`config.mk`:
```
export PLATFORM = sky130hd
export DESIGN_NAME = cdr_dlf_lock
export DESIGN_NICKNAME = d
export VERILOG_FILES = /design/src/rtl/cdr_pkg.sv /design/src/rtl/cdr_lock_det.sv /design/src/rtl/cdr_dlf_lock.sv
export SDC_FILE = /design/constraint.sdc
export NUM_CORES = 1
export LEC_CHECK = 0
export CAP_MARGIN = 20
export CORE_AREA = 10 10 91 125
export DETAILED_ROUTE_END_ITERATION = 12
export DIE_AREA = 0 0 101 135
export HOLD_SLACK_MARGIN = 0.06
export PLACE_DENSITY = 0.78
export SLEW_MARGIN = 20
export SYNTH_ARGS = -nofsm -noshare
export SYNTH_HDL_FRONTEND = slang
export SYNTH_HIERARCHICAL = 1
export SYNTH_SLANG_ARGS = --single-unit
```
`constraint.sdc`:
```
create_clock -name clk -period 9.4 [get_ports clk]
set_input_delay 1.88 -clock clk [delete_from_list [all_inputs] [get_ports clk]]
set_output_delay 1.88 -clock clk [all_outputs]
set_load 0.05 [all_outputs]
```
`src/rtl/cdr_pkg.sv`:
```
// Shared types and helpers for the RX CDR loop filter and lock detector.
package cdr_pkg;

    // Default widths of the PI code and of the fraction below it.
    localparam int CDR_CODE_W = 11;
    localparam int CDR_FRAC_W = 8;

    // Bang-bang phase detector vote.
    typedef enum logic [1:0] {
        PD_NONE  = 2'd0,
        PD_EARLY = 2'd1,
        PD_LATE  = 2'd2
    } pd_e;

    // Classify an up/dn pair; coincident votes cancel.
    function automatic pd_e pd_decode(input logic up, input logic dn);
        pd_e res;
        case ({up, dn})
            2'b10:   res = PD_EARLY;
            2'b01:   res = PD_LATE;
            default: res = PD_NONE;
        endcase
        return res;
    endfunction

    // Signed vote: +1 early, -1 late, 0 otherwise.
    function automatic logic signed [1:0] pd_vote(input logic up, input logic dn);
        logic signed [1:0] v;
        case (pd_decode(up, dn))
            PD_EARLY: v = 2'sb01;
            PD_LATE:  v = 2'sb11;
            default:  v = 2'sb00;
        endcase
        return v;
    endfunction

    // Clamp a signed value symmetrically to +/-lim.
    function automatic logic signed [31:0] sat_signed(input logic signed [31:0] val,
                                                       input logic signed [31:0] lim);
        logic signed [31:0] res;
        if (val > lim) begin
            res = lim;
        end else if (val < -lim) begin
            res = -lim;
        end else begin
            res = val;
        end
        return res;
    endfunction

endpackage

```
`src/rtl/cdr_lock_det.sv`:
```
// Windowed vote-balance lock detector with hysteresis.
module cdr_lock_det
    import cdr_pkg::*;
#(
    parameter int WIN_LEN      = 64,
    parameter int LOCK_THR     = 4,
    parameter int UNLOCK_THR   = 16,
    parameter int LOCK_WINDOWS = 4
) (
    input  logic              clk,
    input  logic              rst,
    input  logic              en,
    input  logic signed [1:0] pd,
    output logic              locked,
    output logic              win_done
);

    localparam int CNT_W  = (WIN_LEN > 1) ? $clog2(WIN_LEN) : 1;
    localparam int SUM_W  = $clog2(WIN_LEN) + 2;
    localparam int GOOD_W = (LOCK_WINDOWS > 0) ? $clog2(LOCK_WINDOWS + 1) : 1;

    logic [CNT_W-1:0]         cnt_r;
    logic signed [SUM_W-1:0]  sum_r;
    logic [GOOD_W-1:0]        good_cnt_r;
    logic                     locked_r;

    logic                     last_s;
    logic signed [SUM_W-1:0]  pd_ext_s;
    logic signed [SUM_W-1:0]  sum_incl_s;
    logic [SUM_W-1:0]         mag_s;
    logic [GOOD_W-1:0]        good_next_s;
    logic                     locked_next_s;

    assign last_s     = (cnt_r == CNT_W'(WIN_LEN - 1));
    assign pd_ext_s   = {{(SUM_W - 2){pd[1]}}, pd};
    assign sum_incl_s = sum_r + pd_ext_s;
    assign mag_s      = sum_incl_s[SUM_W-1] ? -sum_incl_s : sum_incl_s;

    // Window verdict: update good-window count and lock state with hysteresis.
    always_comb begin
        good_next_s   = good_cnt_r;
        locked_next_s = locked_r;
        if (int'(mag_s) <= LOCK_THR) begin
            if (good_cnt_r < GOOD_W'(LOCK_WINDOWS)) begin
                good_next_s = good_cnt_r + GOOD_W'(1);
            end else begin
                good_next_s = good_cnt_r;
            end
        end else begin
            good_next_s = '0;
        end
        if (locked_r) begin
            if (int'(mag_s) > UNLOCK_THR) begin
                locked_next_s = 1'b0;
            end else begin
                locked_next_s = 1'b1;
            end
        end else begin
            if (good_next_s == GOOD_W'(LOCK_WINDOWS)) begin
                locked_next_s = 1'b1;
            end else begin
                locked_next_s = 1'b0;
            end
        end
    end

    // Window counter, vote accumulator and lock state; all hold when disabled.
    always_ff @(posedge clk) begin
        if (rst) begin
            cnt_r      <= '0;
            sum_r      <= '0;
            good_cnt_r <= '0;
            locked_r   <= 1'b0;
        end else if (en) begin
            if (last_s) begin
                cnt_r      <= '0;
                sum_r      <= '0;
                good_cnt_r <= good_next_s;
                locked_r   <= locked_next_s;
            end else begin
                cnt_r <= cnt_r + CNT_W'(1);
                sum_r <= sum_incl_s;
            end
        end
    end

    assign locked   = locked_r;
    assign win_done = !rst && en && last_s;

endmodule

```
`src/rtl/cdr_dlf_lock.sv`:
```
// Second-order bang-bang CDR loop filter (proportional + saturating
// frequency integrator) driving the PI code, plus lock detection.
module cdr_dlf_lock
    import cdr_pkg::*;
#(
    parameter int CODE_W       = CDR_CODE_W,
    parameter int FRAC_W       = CDR_FRAC_W,
    parameter int FREQ_W       = 16,
    parameter int KP           = 4,
    parameter int KI           = 1,
    parameter int WRAP         = 1,
    parameter int CODE_INIT    = 0,
    parameter int WIN_LEN      = 64,
    parameter int LOCK_THR     = 4,
    parameter int UNLOCK_THR   = 16,
    parameter int LOCK_WINDOWS = 4
) (
    input  logic                     clk,
    input  logic                     rst,
    input  logic                     up,
    input  logic                     dn,
    input  logic                     freeze,
    output logic [CODE_W-1:0]        code,
    output logic signed [FREQ_W-1:0] freq_int,
    output logic                     locked,
    output logic                     win_done
);

    localparam int PH_W     = CODE_W + FRAC_W;
    localparam int EXT_W    = PH_W + 2;
    localparam int FREQ_LIM = (2 ** (FREQ_W - 1)) - 1;
    localparam logic signed [EXT_W-1:0] KP_STEP   = EXT_W'(KP * (2 ** FRAC_W));
    localparam logic signed [EXT_W-1:0] PHASE_MAX = $signed({2'b00, {PH_W{1'b1}}});

    logic [PH_W-1:0]          phase_acc_r;
    logic signed [FREQ_W-1:0] freq_int_r;

    logic signed [1:0]        pd_s;
    logic                     en_s;
    logic signed [EXT_W-1:0]  prop_s;
    logic signed [EXT_W-1:0]  freq_ext_s;
    logic signed [EXT_W-1:0]  sum_s;
    logic [PH_W-1:0]          phase_next_s;
    logic signed [31:0]       freq_sum_s;
    logic signed [31:0]       freq_sat_s;

    assign pd_s = pd_vote(up, dn);
    assign en_s = !freeze;

    // Next phase: proportional kick plus the current integrator, then wrap or clamp.
    always_comb begin
        case (pd_s)
            2'sb01:  prop_s = KP_STEP;
            2'sb11:  prop_s = -KP_STEP;
            default: prop_s = '0;
        endcase
        freq_ext_s = EXT_W'(freq_int_r);
        sum_s      = $signed({2'b00, phase_acc_r}) + prop_s + freq_ext_s;
        if (WRAP != 0) begin
            phase_next_s = sum_s[PH_W-1:0];
        end else if (sum_s[EXT_W-1]) begin
            phase_next_s = '0;
        end else if (sum_s > PHASE_MAX) begin
            phase_next_s = '1;
        end else begin
            phase_next_s = sum_s[PH_W-1:0];
        end
    end

    // Next integrator value, saturated symmetrically.
    always_comb begin
        case (pd_s)
            2'sb01:  freq_sum_s = 32'(freq_int_r) + KI;
            2'sb11:  freq_sum_s = 32'(freq_int_r) - KI;
            default: freq_sum_s = 32'(freq_int_r);
        endcase
        freq_sat_s = sat_signed(freq_sum_s, FREQ_LIM);
    end

    // Loop-filter state; freeze holds everything.
    always_ff @(posedge clk) begin
        if (rst) begin
            phase_acc_r <= {CODE_W'(CODE_INIT), {FRAC_W{1'b0}}};
            freq_int_r  <= '0;
        end else if (en_s) begin
            phase_acc_r <= phase_next_s;
            freq_int_r  <= FREQ_W'(freq_sat_s);
        end
    end

    assign code     = phase_acc_r[PH_W-1:FRAC_W];
    assign freq_int = freq_int_r;

    cdr_lock_det #(
        .WIN_LEN      (WIN_LEN),
        .LOCK_THR     (LOCK_THR),
        .UNLOCK_THR   (UNLOCK_THR),
        .LOCK_WINDOWS (LOCK_WINDOWS)
    ) u_lock_det (
        .clk      (clk),
        .rst      (rst),
        .en       (en_s),
        .pd       (pd_s),
        .locked   (locked),
        .win_done (win_done)
    );

endmodule
```
==> impl_metrics.json <==
{
  "fp.coreArea_um2": 8977,
  "worst_ir_drop_vdd_uv": 155.7,
  "post_synthesis_cells": 662,
  "avgRoutedWirePerCell_um": 17.92,
  "drc": 0,
  "crit_path_end_kind": "output pin",
  "timing.final.setup_violations": 0,
  "grt_util_all_layers_pct": 19.74,
  "post_synth_instance_area_um2": 5346,
  "clock_skew_ns": 0.005026,
  "cts_resized": 0,
  "io-pin-count": 34,
  "numCtsBuffers": 5,
  "slew_viol_final": 0,
  "max_cap_viols": 0,
  "synth_ff_type": "dfxtp_1",
  "drt-vias-per-instance": 6.761,
  "syn_nets": 716,
  "yosys.area_share.xor_xnor_pct": 5.734,
  "yosysSeqAreaShare_pct": 19.85,
  "number_of_enable_flip_flop_cells_after_synthesis": 0,
  "max_slew.worst_pin.slew_ns": 1.020,
  "power_density_nw_per_um2": 163.1,
  "design.die.area_um2": 13640,
  "cts_tree": "done",
  "ys_async_sr_fraction_pct": 0,
  "drtPass1Iterations": 5,
  "finalCriticalPeriod_ns": 6.214,
  "timing.hold.worst.class": "flip-flop to flip-flop",
  "die_h_um": 135,
  "syn_avg_cell_area_um2": 8.076,
  "postRouteWirelength_mm": 13.58,
  "die_w_um": 101,
  "nNetsFinal": 705,
  "number_of_core_rows": 41,
  "global_route.overflow_total": 0,
  "run_status": "finished, final reports clean",
  "critPathRequiredTime_ns": 7.52,
  "timing.fmax_mhz": 160.9,
  "power_leakage_nw": 2.259,
  "grt_pass1_vias": 4898,
  "criticalPathCategory": "input pin to output pin",
  "critPathMaxFanout": 51,
  "clock_sinks": 53,
  "synth_top_family_by_area": "compound AO/OA/AOI/OAI gates",
  "yosysUniqueCellTypes": 94,
  "nFillCells": 743,
  "clkLatencyLatePin_ns": 0.30,
  "buffer_ports.inserted": 33,
  "post_cts_repair_setup_buffers": 0,
  "ctsHoldBuffers": 0,
  "grt_pass1_wl_mm": 22.89,
  "antenna_cells_inserted": 0,
  "number_of_antenna_violations_at_the_first_check_in_global_routing": 0,
  "cts-root-to-sink-buffers": 2,
  "drt_iter0_markers": 379,
  "synth_compound_gate_area_share_pct": 27.52,
  "cts.root.buffer_cell": "clkbuf_16",
  "initial_core_util_pct": 59.55,
  "synthesized_area_fraction_occupied_by_adder_cells_pct": 12.87,
  "grt_start_max_net_pins": 52,
  "final_setup_tns_ns": 0,
  "synth.mux.area_fraction_pct": 2.059,
  "period_share_pct": 66.10,
  "htree_levels": 2,
  "final.hold.worst_slack_ns": 0.4690,
  "final_layout_size_suffix_gt1_share_pct": 7.988,
  "synth.top_cells.by_area": "dfxtp_1 (20%), ha_1 (9.1%), a21oi_1 (4.4%)",
  "cts.clk_slew.worst_paths_ns": 0.07,
  "maxSlewHeadroom_pct": 31.99,
  "worst-endpoint-arrival_ns": 4.33,
  "finalHoldViolCount": 0,
  "dr_total_vias": 5125,
  "post_synth_and_or_nand_nor_area_fraction_pct": 23.96,
  "ys_warn_count": 6,
  "synth.top_cell.area_share_pct": 19.85,
  "antenna_violating_nets_post_route": 0,
  "rsz_0062_raised_after_global_routing": "false",
  "syn_to_final_growth_pct": 5.991,
  "worstSetupStartpointType": "input pin",
  "dpl_hpwl_mm": 9.852,
  "ys_seq_elements": 53,
  "reg2reg_slack_ns": 5.75,
  "finalWeightedCongestion": 0.8839,
  "synth.largest_area_cell": "dfxtp_1"
}
==> worst paths after layout <==
kind,depth (start not counted),start,end
worst min register to register,2,phase_acc_r[3],phase_acc_r[3]
worst max-delay path,8,freeze,win_done
worst min-delay path,2,phase_acc_r[3],phase_acc_r[3]
worst max register to register,11,freq_int[1],freq_int[14]
==> where the power goes <==
| group | switching (mW) | internal, mW | total [mW] |
|---|---|---|---|
| sequential | 0.0479 | 0.248 | 0.296 |
| combinational | 0.260 | 0.164 | 0.424 |
| clock | 0.0811 | 0.124 | 0.205 |
==> metrics by stage <==
stage          power [mW]  instance area (um2)  instances  utilization (%)  setup slack [ns]
2_1_floorplan      0.6380                 5346        662                -             3.425
3_3_place_gp       0.7067                 5507        751            61.34             3.270
3_5_place_dp       0.7178                 5507        751            61.34             3.196
4_1_cts            0.9282                 5667        758            63.12             3.165
5_1_grt            0.9797                 5667        758            63.12             3.004
6_report           0.9244                 5667        758            63.12             3.186
==> cells by family after synthesis <==
group / count (synthesis)
AOI/OAI and AO/OA: 194
and+or+nand+nor: 238
xor gates and xnor gates: 35
adders and majority gates: 49
buffers and inverters: 82
DFF: 53
muxes: 11
==> critical path: stages <==
cell and delay [ns]:
buf_2 0.10, buf_4 0.28, inv_1 0.59, nand2_1 0.17, nor2b_1 0.24, inv_1 0.09, nor2_1 0.12, clkdlybuf4s50_1 0.83
==> synth_stat cells, drive strengths merged, types with 3 or more instances <==
cell type	number
o311ai	4
nor3	29
fa	10
a2111oi	7
o211a	3
a31oi	5
o21a	5
nand4b	3
nor2b	7
ha	39
nor2	63
o22ai	4
o31ai	12
or4b	4
a211oi	11
o21ai	28
nand2b	3
a21oi	49
nor4	14
a22oi	11
o211ai	7
nand4	11
nor4b	3
o32ai	3
xnor2	18
or4	5
or2	6
nand3	15
a21o	7
mux2i	11
and2	4
clkbuf	20
nand2	46
inv	27
o31a	3
dfxtp	53
o2111ai	4
a41oi	3
or3	8
buf	35
o2111a	3
xor2	17
and3	6
==> state kept, by name, summed over array words and instances, names as in the netlist <==
name                   count
freq_int                  16
u_lock_det/sum_r           8
u_lock_det/good_cnt_r      3
phase_acc_r               19
u_lock_det/cnt_r           6
u_lock_det/locked          1
==> per-layer routing <==
layer / global-route usage (%) / vias to the layer above / share of wire, %
li1: - / 2453 / -
met1: 22.63 / 2440 / 40
met2: 33.56 / 187 / 50
met3: 3.575 / 45 / 6.1
met4: 10.56 / 0 / 4.0
met5: 0 / - / 0
==> cell type report <==
cell class	count	area [um2]	share of cell area (%)
timing repair buffer	37	350.3	6.182
clock inverter	2	35.03	0.6182
tap	107	133.9	2.363
clock buffer	5	125.1	2.208
sequential	53	1061	18.72
multi-input combinational	527	3860	68.12
inverter	27	101.3	1.788
==> layout by cell type (no fill, tap or decap), drive strengths merged, types with 5 or more instances in the layout <==
cell type	count
nor2	63
dfxtp	53
a21oi	49
nand2	46
ha	39
clkdlybuf4s50	31
nor3	29
o21ai	28
inv	27
xnor2	18
xor2	17
nand3	15
nor4	14
o31ai	12
mux2i	11
nand4	11
a22oi	11
a211oi	11
fa	10
or3	8
a21o	7
nor2b	7
o211ai	7
a2111oi	7
and3	6
or2	6
buf	6
a31oi	5
or4	5
clkbuf	5
o21a	5
Note: power is estimated with default switching activity, not from simulation.
